===== src/rtl/alu_ctrl_pkg.sv =====
// Shared types and instruction field positions for the ALU issue controller.
package alu_ctrl_pkg;

  // Issue FSM states: waiting for work, driving the ALU, holding the result.
  typedef enum logic [1:0] {
    IDLE = 2'd0,
    EXEC = 2'd1,
    RESP = 2'd2
  } state_t;

  // ALU operation select as carried in the instruction word.
  typedef logic [1:0] alu_op_t;

  // Instruction word layout: {control[1:0], rd[1:0], rs[1:0]}.
  localparam int INSTR_W        = 6;
  localparam int INSTR_CTRL_MSB = 5;
  localparam int INSTR_CTRL_LSB = 4;
  localparam int RD_MSB         = 3;
  localparam int RD_LSB         = 2;
  localparam int RS_MSB         = 1;
  localparam int RS_LSB         = 0;

  // Register index width.
  localparam int REG_AW = 2;

endpackage


===== src/rtl/alu_issue_ctrl_regfile_4x2.sv =====
// Small register file: one synchronous write port, two asynchronous read
// ports, asynchronous active-low clear of every entry.
module regfile_4x2
  import alu_ctrl_pkg::*;
#(
  parameter int DW   = 2,
  parameter int NREG = 4
) (
  input  logic              clk,
  input  logic              rst_n,
  input  logic              we,
  input  logic [REG_AW-1:0] waddr,
  input  logic [DW-1:0]     wdata,
  input  logic [REG_AW-1:0] raddr_a,
  output logic [DW-1:0]     rdata_a,
  input  logic [REG_AW-1:0] raddr_b,
  output logic [DW-1:0]     rdata_b
);

  logic [DW-1:0] regs_q [NREG];
  logic [DW-1:0] regs_d [NREG];

  // Next register contents: everything holds except the addressed entry on a write.
  always_comb begin
    regs_d = regs_q;
    if (we) begin
      regs_d[waddr] = wdata;
    end
  end

  // Register storage, cleared asynchronously.
  always_ff @(posedge clk or negedge rst_n) begin
    if (!rst_n) begin
      for (int i = 0; i < NREG; i++) begin
        regs_q[i] <= '0;
      end
    end else begin
      regs_q <= regs_d;
    end
  end

  assign rdata_a = regs_q[raddr_a];
  assign rdata_b = regs_q[raddr_b];

endmodule


===== src/rtl/alu_issue_ctrl.sv =====
// Issue controller for an external combinational ALU: accepts one instruction
// at a time, presents operands for one cycle, captures the result, and writes
// it back to the register file when the consumer takes it.
module alu_issue_ctrl
  import alu_ctrl_pkg::*;
#(
  parameter int DW   = 2,
  parameter int NREG = 4
) (
  input  logic               clk,
  input  logic               rst_n,
  input  logic               instr_valid,
  output logic               instr_ready,
  input  logic [INSTR_W-1:0] instr,
  input  logic               wr_en,
  input  logic [REG_AW-1:0]  wr_addr,
  input  logic [DW-1:0]      wr_data,
  output logic [DW-1:0]      alu_r0_rd,
  output logic [DW-1:0]      alu_rs,
  output logic [1:0]         alu_control,
  input  logic [DW:0]        alu_result,
  output logic               res_valid,
  input  logic               res_ready,
  output logic [DW:0]        res_data,
  output logic [REG_AW-1:0]  res_rd,
  output logic               carry
);

  state_t state_q, state_d;

  alu_op_t           ctrl_q, ctrl_d;
  logic [REG_AW-1:0] rd_q, rd_d;
  logic [REG_AW-1:0] rs_q, rs_d;
  logic [DW-1:0]     op_a_q, op_a_d;
  logic [DW-1:0]     op_b_q, op_b_d;
  logic [DW:0]       res_data_q, res_data_d;
  logic [REG_AW-1:0] res_rd_q, res_rd_d;
  logic              carry_q, carry_d;

  logic              accept;
  logic              res_fire;
  logic              rf_we;
  logic [REG_AW-1:0] rf_waddr;
  logic [DW-1:0]     rf_wdata;
  logic [DW-1:0]     rf_rdata_a;
  logic [DW-1:0]     rf_rdata_b;

  assign accept   = instr_valid && instr_ready;
  assign res_fire = res_valid && res_ready;

  // FSM state register.
  always_ff @(posedge clk or negedge rst_n) begin
    if (!rst_n) begin
      state_q <= IDLE;
    end else begin
      state_q <= state_d;
    end
  end

  // FSM next state: accept -> one execute cycle -> hold result until taken.
  always_comb begin
    state_d = state_q;
    unique case (state_q)
      IDLE:    if (accept)   state_d = EXEC;
      EXEC:                  state_d = RESP;
      RESP:    if (res_fire) state_d = IDLE;
      default:               state_d = IDLE;
    endcase
  end

  // FSM outputs; operands follow the register file live in EXEC and hold otherwise.
  always_comb begin
    instr_ready = (state_q == IDLE);
    res_valid   = (state_q == RESP);
    alu_control = ctrl_q;
    alu_r0_rd   = op_a_q;
    alu_rs      = op_b_q;
    if (state_q == EXEC) begin
      alu_r0_rd = rf_rdata_a;
      alu_rs    = rf_rdata_b;
    end
  end

  // Datapath next values: field latch on accept, operand/result capture in EXEC, carry on retire.
  always_comb begin
    ctrl_d     = ctrl_q;
    rd_d       = rd_q;
    rs_d       = rs_q;
    op_a_d     = op_a_q;
    op_b_d     = op_b_q;
    res_data_d = res_data_q;
    res_rd_d   = res_rd_q;
    carry_d    = carry_q;
    if (accept) begin
      ctrl_d = instr[INSTR_CTRL_MSB:INSTR_CTRL_LSB];
      rd_d   = instr[RD_MSB:RD_LSB];
      rs_d   = instr[RS_MSB:RS_LSB];
    end
    if (state_q == EXEC) begin
      op_a_d     = rf_rdata_a;
      op_b_d     = rf_rdata_b;
      res_data_d = alu_result;
      res_rd_d   = rd_q;
    end
    if (res_fire) begin
      carry_d = res_data_q[DW];
    end
  end

  // Datapath registers; reset drops any in-flight instruction.
  always_ff @(posedge clk or negedge rst_n) begin
    if (!rst_n) begin
      ctrl_q     <= '0;
      rd_q       <= '0;
      rs_q       <= '0;
      op_a_q     <= '0;
      op_b_q     <= '0;
      res_data_q <= '0;
      res_rd_q   <= '0;
      carry_q    <= 1'b0;
    end else begin
      ctrl_q     <= ctrl_d;
      rd_q       <= rd_d;
      rs_q       <= rs_d;
      op_a_q     <= op_a_d;
      op_b_q     <= op_b_d;
      res_data_q <= res_data_d;
      res_rd_q   <= res_rd_d;
      carry_q    <= carry_d;
    end
  end

  // Single write port shared by preload (IDLE only) and retire (RESP only);
  // the two can never coincide, and a preload lands on the same edge as an
  // accept so the EXEC cycle that follows already reads the new value.
  always_comb begin
    rf_we    = 1'b0;
    rf_waddr = wr_addr;
    rf_wdata = wr_data;
    if (res_fire) begin
      rf_we    = 1'b1;
      rf_waddr = res_rd_q;
      rf_wdata = res_data_q[DW-1:0];
    end else if (wr_en && (state_q == IDLE)) begin
      rf_we = 1'b1;
    end
  end

  regfile_4x2 #(
    .DW   (DW),
    .NREG (NREG)
  ) u_regfile (
    .clk     (clk),
    .rst_n   (rst_n),
    .we      (rf_we),
    .waddr   (rf_waddr),
    .wdata   (rf_wdata),
    .raddr_a (rd_q),
    .rdata_a (rf_rdata_a),
    .raddr_b (rs_q),
    .rdata_b (rf_rdata_b)
  );

  assign res_data = res_data_q;
  assign res_rd   = res_rd_q;
  assign carry    = carry_q;

endmodule


===== config.mk =====
export PLATFORM = sky130hd
export DESIGN_NAME = alu_issue_ctrl
export DESIGN_NICKNAME = d
export VERILOG_FILES = /design/src/rtl/alu_ctrl_pkg.sv /design/src/rtl/alu_issue_ctrl_regfile_4x2.sv /design/src/rtl/alu_issue_ctrl.sv
export SDC_FILE = /design/constraint.sdc
export NUM_CORES = 1
export LEC_CHECK = 0
export CAP_MARGIN = 20
export CORE_UTILIZATION = 50
export DETAILED_ROUTE_END_ITERATION = 8
export PLACE_DENSITY = 0.82
export SETUP_SLACK_MARGIN = 0.5
export SLEW_MARGIN = 30
export SYNTH_ARGS = -nofsm -noshare
export SYNTH_HDL_FRONTEND = slang
export SYNTH_SLANG_ARGS = --single-unit
export TNS_END_PERCENT = 50

===== constraint.sdc =====
create_clock -name clk -period 4.8 [get_ports clk]
set_clock_uncertainty 0.2 [all_clocks]
set_input_delay 0.96 -clock clk [delete_from_list [all_inputs] [get_ports clk]]
set_output_delay 0.96 -clock clk [all_outputs]
set_load 0.03 [all_outputs]

# Yosys cells after proc, flatten, opt, wreduce, memory -nomap -nowiden
# Index checks and enable logic that the tools add are counted.
# totals
register_bits	26
in_bits	18
out_inout_bits	14
elab_cells	48
# classes
order_cmp	4
eq_ne	4
mux	18
n_bitwise	3
reduce_logical	6
# op_table
cell	count
two-way mux 2 bit	11
>= comparator 3 bit (second input constant)	3
inverter 2 -> 3 bit	3
binary-select mux 2 bit (select 2 bit)	2
bitwise mux 8 bit	1
one-hot mux 2 bit (3 select lines)	1
demux 2 bit (select 2 bit)	1
logical AND 1 bit	4
!= test 2 x 1 -> 1 bit (second input constant)	2
less-than comparator 3 x 1 -> 1 bit (second input constant)	1
== test 2 x 1 -> 1 bit (second input constant)	1
== test 2 bit (second input constant)	1
logical NOT 2 bit	1
two-way mux 1 bit	2
AND reduction 2 bit	1

# Depth between registers and ports, before layout
# Gate-level depths: netlist of the first run.
# depth
ltp_word	9
mapped_depth	4

# By module
# From an unflattened synthesis of the first run, not the netlist that was laid out.
# hier_totals
hier_cells	72
area_unflattened_um2	1178.6
# by_module_without_submodules
module	instances	cells_per_inst	area_each_um2	seq_area_each_um2
alu_issue_ctrl	1	48	750.7	450.4
regfile_4x2	1	24	427.9	200.2

# Worst setup path after synthesis of the first run
# OpenSTA, ideal clock, no wires.
# synth_timing
path_kind	register to output
start	register state_q[1]
end	output alu_r0_rd[0]
t_arrival_ns	1.259
required_ns	3.640
slack_ns	2.381
stages_incl_launch_ff	4
path_buffers	1
cell_sequence	dfrtp_1 -> and2b_1 -> buf_2 -> mux2_2
# synth_between
elab_chain_len	2
# synth_rtl
element	line	rtl
start: declaration	alu_issue_ctrl.sv:29	state_t state_q, state_d;
start signal: assignment	alu_issue_ctrl.sv:56	state_q <= state_d;
== test 2 x 1 -> 1 bit	alu_issue_ctrl.sv:78	if (state_q == EXEC) begin
two-way mux 2 bit	alu_issue_ctrl.sv:78	
end: declaration	alu_issue_ctrl.sv:18	output logic [DW-1:0] alu_r0_rd,
# Every way passes these cells.

# Worst setup path after layout of the first run
# layout_timing
start	register state_q[1]
end	output alu_rs[0]
# layout_between
elab_chain_len	2
# layout_rtl
element	line	rtl
== test 2 x 1 -> 1 bit	alu_issue_ctrl.sv:78	
two-way mux 2 bit	alu_issue_ctrl.sv:78	
end: declaration	alu_issue_ctrl.sv:19	output logic [DW-1:0] alu_rs,
# Every way passes these cells.

==> results of run 1 <==
-- metal layers --
metal	global-route usage	share of wire	vias to the layer above
met5	0	0	-
met3	0.0485	0.037	2
met1	0.280	0.45	368
met4	0.0833	0.0066	0
li1	-	-	345
met2	0.300	0.50	23
-- flip-flops by register name, indices dropped and copies added, names as in the netlist --
name              flops
rs_q                  2
res_rd                2
u_regfile.regs_q      8
state_q               2
op_b_q                2
op_a_q                2
rd_q                  2
carry                 1
res_data              3
alu_control           2
-- cells in the final DEF (no fill, tap or decap), types with 2 or more instances in the layout --
| cell | instances |
|---|---|
| nand3b_1 | 2 |
| mux4_2 | 4 |
| dfrtp_1 | 26 |
| clkdlybuf4s50_1 | 30 |
| clkbuf_4 | 3 |
| mux2_2 | 24 |
| nand2_1 | 2 |
| mux2_1 | 2 |
-- critical path: stages (launching register included) --
cell,delay [ns]
dfrtp_1,0.48
and2b_1,0.50
mux2_2,0.40
clkdlybuf4s50_1,0.59
-- cell families (layout without fill, tap and decap cells) --
group	Yosys count	count (layout)	share of synthesized area
flops	26	26	0.553
mux	31	31	0.337
buf+inv	3	36	0.0117
compound gates	3	3	0.0181
simple gates	13	13	0.0808
-- area by class of cell --
cell class                      count  area (µm²)
Clock buffer                        4        36.3
Multi-Input combinational cell     47         513
Fill cell                         161         668
Sequential cell                    26         651
Inverter                            1        3.75
Timing Repair Buffer               31         305
Tap cell                           28        35.0
-- per-stage QoR --
step           hold slack (ns)  total power, mW  instance area, µm²
2_1_floorplan            0.277            0.797                1180
3_3_place_gp             0.285            0.991                1510
3_5_place_dp             0.295             1.01                1510
4_1_cts                  0.326             1.12                1540
5_1_grt                  0.340             1.17                1540
6_report                 0.318             1.11                1540
-- report_power, final --
part           switching (mW)  total [mW]  leakage (nW)  internal (mW)
clock network          0.0599       0.106        0.0210         0.0464
registers              0.0897       0.419         0.310          0.330
logic                   0.268       0.580         0.315          0.312
total                   0.417        1.11         0.645          0.688
-- worst paths after layout --
kind,startpoint,to,depth (start not counted)
max reg2reg,state_q[1],u_regfile.regs_q[5],4
max,state_q[1],alu_rs[0],3
max in group asynchronous,rst_n,rd_q[1],1
min reg2reg,op_b_q[1],op_b_q[1],1
min,op_b_q[1],op_b_q[1],1
min in group asynchronous,rst_n,state_q[1],1
==> results.md, run 1 <==
- Final number of setup-violating endpoints: 0
- Reg2reg setup slack: roughly 2.9 ns
- Pin count of the biggest net entering global routing: 27
- Min-delay worst type: reg2reg
- Number of buffers added for setup after CTS: 0
- Count of cells resized by post-cts repair: 0
- Startpoint class of the critical path: register
- Number of antenna violations at the first check in global routing: 0
- Max-slew violation count: 0
- Via count: 738
- Cell types with the largest area share after synthesis: dfrtp_1, mux2_2, mux4_2
- Share of synthesized flip-flops with an asynchronous set or reset: 1.00
- CP endpoint kind: output pin
- Layout area overhead: 31.1%
- Area inside the core boundary: 2210 µm²
- Syn Nets: 94
- Proportion of netlist area held by the largest area contributor: 0.553
- Library cell occupying the most area in the post-synthesis netlist: dfrtp_1
- Average vias per placed instance: around 5.4
- Most used standard cells in the synthesized netlist: dfrtp_1, mux2_2, mux4_2
- EDFF count, synth: 0
- Worst slack at placement: roughly 1.7 ns
- Clock root buffer master: clkbuf_4
- Post-detailed-route DRC marker count: 0
- Run status: finished, final reports clean
- Layout Cells excl Fill: ~140
- Share of the clock period used by the worst path after layout: 0.720
- Leakage power of the design: between 0.6 and 0.7 nW
- Height of the die: ~51 µm
- Nets@finish: around 130
- Maximum vdd drop: 419 µV
- Share of post-route cells with drive strength above 1: 0.339
- Mean instance size in the synthesized netlist: ~15 µm²
- Starting density of the core: 0.532
- Clock tree from TritonCTS: yes
- Combined area of all synthesized cells: roughly 1200 µm²
- Max Fanout on Critical Path: 10
- Number of port buffers: 31
- Via count of the first global-routing pass: 754
- Number of different library cells in the post-synthesis netlist: 21
- Final TNS setup: 0 ns
- Worst setup margin: around 1.3 ns
- # IOs: 32
- Total length of routed wires: between 2000 and 2500 µm
- CTS sink count: 26
- Count of hold buffers inserted by post-cts repair: 0
- Routed Antenna Nets: 0
- Clock latency reported for the late side of the worst-skew pair: about 0.31 ns
- Share of the core filled with cells in the final layout: 0.698
- Worst-case clock buffer depth: 2
- Number of max-capacitance violations reported: 0
- Post-layout minimum cycle time: roughly 3.5 ns
- Share of synthesized area occupied by flip-flops and latches: 0.553
- Gate count of the mapped netlist: between 70 and 80
- Timing-limited maximum frequency: between 0.2 and 0.3 GHz
- Critical path data required time: ~3.6 ns
- PD cells: slightly above 700 nW/µm²
- Floorplan die area: ~2600 µm²
- Most repeated cell in the gate-level netlist after synthesis: dfrtp_1
- Dpl hpwl: around 1600 µm
- Grt ovf: 0
- Overall fraction of global-route tracks in use: 0.201
- Setup repair after global routing missed its margin: false
- Antenna cells: 0
- CTS Buf Count: 3
- Final weighted congestion of routability-driven global placement: ~0.8
- Number of flip-flops and latches in the synthesized netlist: 26
- # rows: 17
- Per-cell routed wire length: between 15 and 20 µm
- Yosys warns: 0
- Tightest slew margin relative to the limit: 0.624
- Commonest register cell after synthesis: dfrtp_1
- Number of placed cells counting well taps: around 130
- Number of hold-slack violations in the final timing report: 0
- Data arrival time of the critical path: roughly 2.3 ns
- Die Span X: 50.5 µm
- H-tree levels: 1
- Number of optimization iterations in the first detailed-route pass: 4
- Wire length of the first global-routing pass: 3620 µm
- Clock-pin slew of the registers on the worst-case setup and hold paths: 0.13 ns
- Critical path start-end classification: reg2out
- Slew at the pin closest to its max-slew limit: 0.565 ns
- Violation count after the first detailed-routing iteration: 7
(Power assumes the default switching activity.)
==> run 2: changes to the inputs <==
Settings changed: CORE_ASPECT_RATIO from default to 2, CORE_UTILIZATION 50 to 42, PLACE_DENSITY 0.82 to 0.74.
Clock period 4.8 ns to 3 ns, I/O delays scaled along.
==> results.md, run 2 (synthesized netlist as in run 1, its figures left out) <==
- Run status: finished, final reports clean
- Design area: 1570 µm²
- # rows: 26
- Number of port buffers: 31
- Max-slew violation count: 0
- Worst slack at placement: between 0.3 and 0.4 ns
- Layout Cells excl Fill: approximately 140
- Critical path data required time: approximately 2.2 ns
- Height of the die: between 70 and 80 µm
- Critical path, cell by cell: mux4_2, mux2_2, buf_2
- Number of placed cells counting well taps: between 100 and 150
- Grt ovf: 0
- Via count of the first global-routing pass: between 800 and 900
- PD cells: 1150 nW/µm²
- Worst Hold Slack: ~0.30 ns
- Cells on worst reg2reg path: 4
- Gate family responsible for the most delay along the worst path: multiplexers
- Total length of routed wires: 2330 µm
- Critical path buffers and inverters: 1
- Post-detailed-route DRC marker count: 0
- Most frequent cells in the layout: clkdlybuf4s50_1, dfrtp_1, mux2_2
- Global routing met2 resource utilization: 0.307
- Number of optimization iterations in the first detailed-route pass: 2
- CTS Buf Count: 3
- Number of buffers added for setup after CTS: 0
- Number of antenna violations at the first check in global routing: 0
- Critical path start-end classification: reg2out
- Biggest register: u_regfile.regs_q
- Share of the core filled with cells in the final layout: 0.605
- Share of post-route cells with drive strength above 1: 0.396
- Routed Antenna Nets: 0
- Clock tree from TritonCTS: yes
- Average vias per placed instance: approximately 5.4
- Setup repair after global routing missed its margin: true
- Maximum vdd drop: around 570 µV
- Pin count of the biggest net entering global routing: 27
- Number of max-capacitance violations reported: 0
- Number of hold-slack violations in the final timing report: 0
- Slew at the pin closest to its max-slew limit: 0.317 ns
- Min-delay worst type: reg2reg
- Clock root buffer master: clkbuf_8
- Power consumption: 1.81 mW
- Timing-limited maximum frequency: between 0.4 and 0.5 GHz
- CTS sink count: 26
- Leakage power of the design: around 0.68 nW
- Final weighted congestion of routability-driven global placement: 0.833
- Dpl hpwl: approximately 1900 µm
- Commonest non-fill, non-tap cell in the layout: clkdlybuf4s50_1
- Data arrival time of the critical path: approximately 1.7 ns
- Overall fraction of global-route tracks in use: 0.189
- Via count: 755
- Worst path depth: 3
- Clock-pin slew of the registers on the worst-case setup and hold paths: ~0.08 ns
- Met1 track demand over resource: 0.217
- Nets@finish: between 100 and 150
- Post-layout minimum cycle time: between 2 and 2.5 ns
- Worst setup margin: 0.527 ns
- Layout area overhead: 33.7%
- CP endpoint kind: output pin
- Worst-case clock buffer depth: 2
- Antenna cells: 0
- Floorplan die area: slightly above 3000 µm²
- # IOs: 32
- Worst stage delay on the critical path: around 0.52 ns
- Layer with the highest usage: met2
- H-tree levels: 1
- Clock latency reported for the late side of the worst-skew pair: about 0.27 ns
- Max Fanout on Critical Path: 3
- Die Span X: roughly 39 µm
- Tightest slew margin relative to the limit: 0.788
- Largest register FFs: 8
- Startpoint class of the critical path: register
- Area inside the core boundary: 2600 µm²
- Slowest stage cell on the critical path: mux4_2
- Number of cells on the worst hold path: 1
- Final number of setup-violating endpoints: 0
- Wire length of the first global-routing pass: between 3000 and 4000 µm
- Per-cell routed wire length: around 17 µm
- Global Route met3 Usage: 0.0231
- Violation count after the first detailed-routing iteration: 2
- Final TNS setup: 0 ns
- Cell area reported after detailed placement: approximately 1500 µm²
- Starting density of the core: 0.452
- Share of the clock period used by the worst path after layout: 0.824
-- run 2: worst register-to-register path: stages, from the launching register on --
cell and delay [ns]:
dfrtp_1 0.47, or3b_1 0.42, a21oi_2 0.16, nor2b_2 0.22, mux2_2 0.35
-- run 2: repair_timing --
action / 4_1_cts / 5_1_grt
cloned: 0 / 0
setup endpoints to repair: 4 / 5
resized for setup: 16 / 10
hold buffers: 0 / 0
-- run 2: area by class of cell --
type                       count  area, µm²
fill                         228       1030
sequential                    26        652
multi-input combinational     47        514
timing repair buffer          33        314
clock buffer                   4       55.1
tap                           28       35.0
inverter                       1       3.75
-- run 2: metal layers --
layer	wire, µm	up-vias
met5	0	-
met1	847	378
li1	-	343
met3	89	9
met4	91	0
met2	1300	25
-- run 2: worst paths after layout --
kind	end	from	slack, ns
worst min register to register	op_b_q[1]	op_b_q[1]	0.30
worst max register to register	u_regfile.regs_q[5]	state_q[1]	1.07
worst min-delay path	op_b_q[1]	op_b_q[1]	0.30
min in group asynchronous	u_regfile.regs_q[5]	rst_n	0.48
max in group asynchronous	rd_q[0]	rst_n	1.87
worst max-delay path	alu_rs[1]	rs_q[0]	0.53
-- run 2: power breakdown --
group / switching [mW] / internal [mW]
Clock: 0.103 / 0.117
Sequential: 0.149 / 0.531
Combinational: 0.434 / 0.479
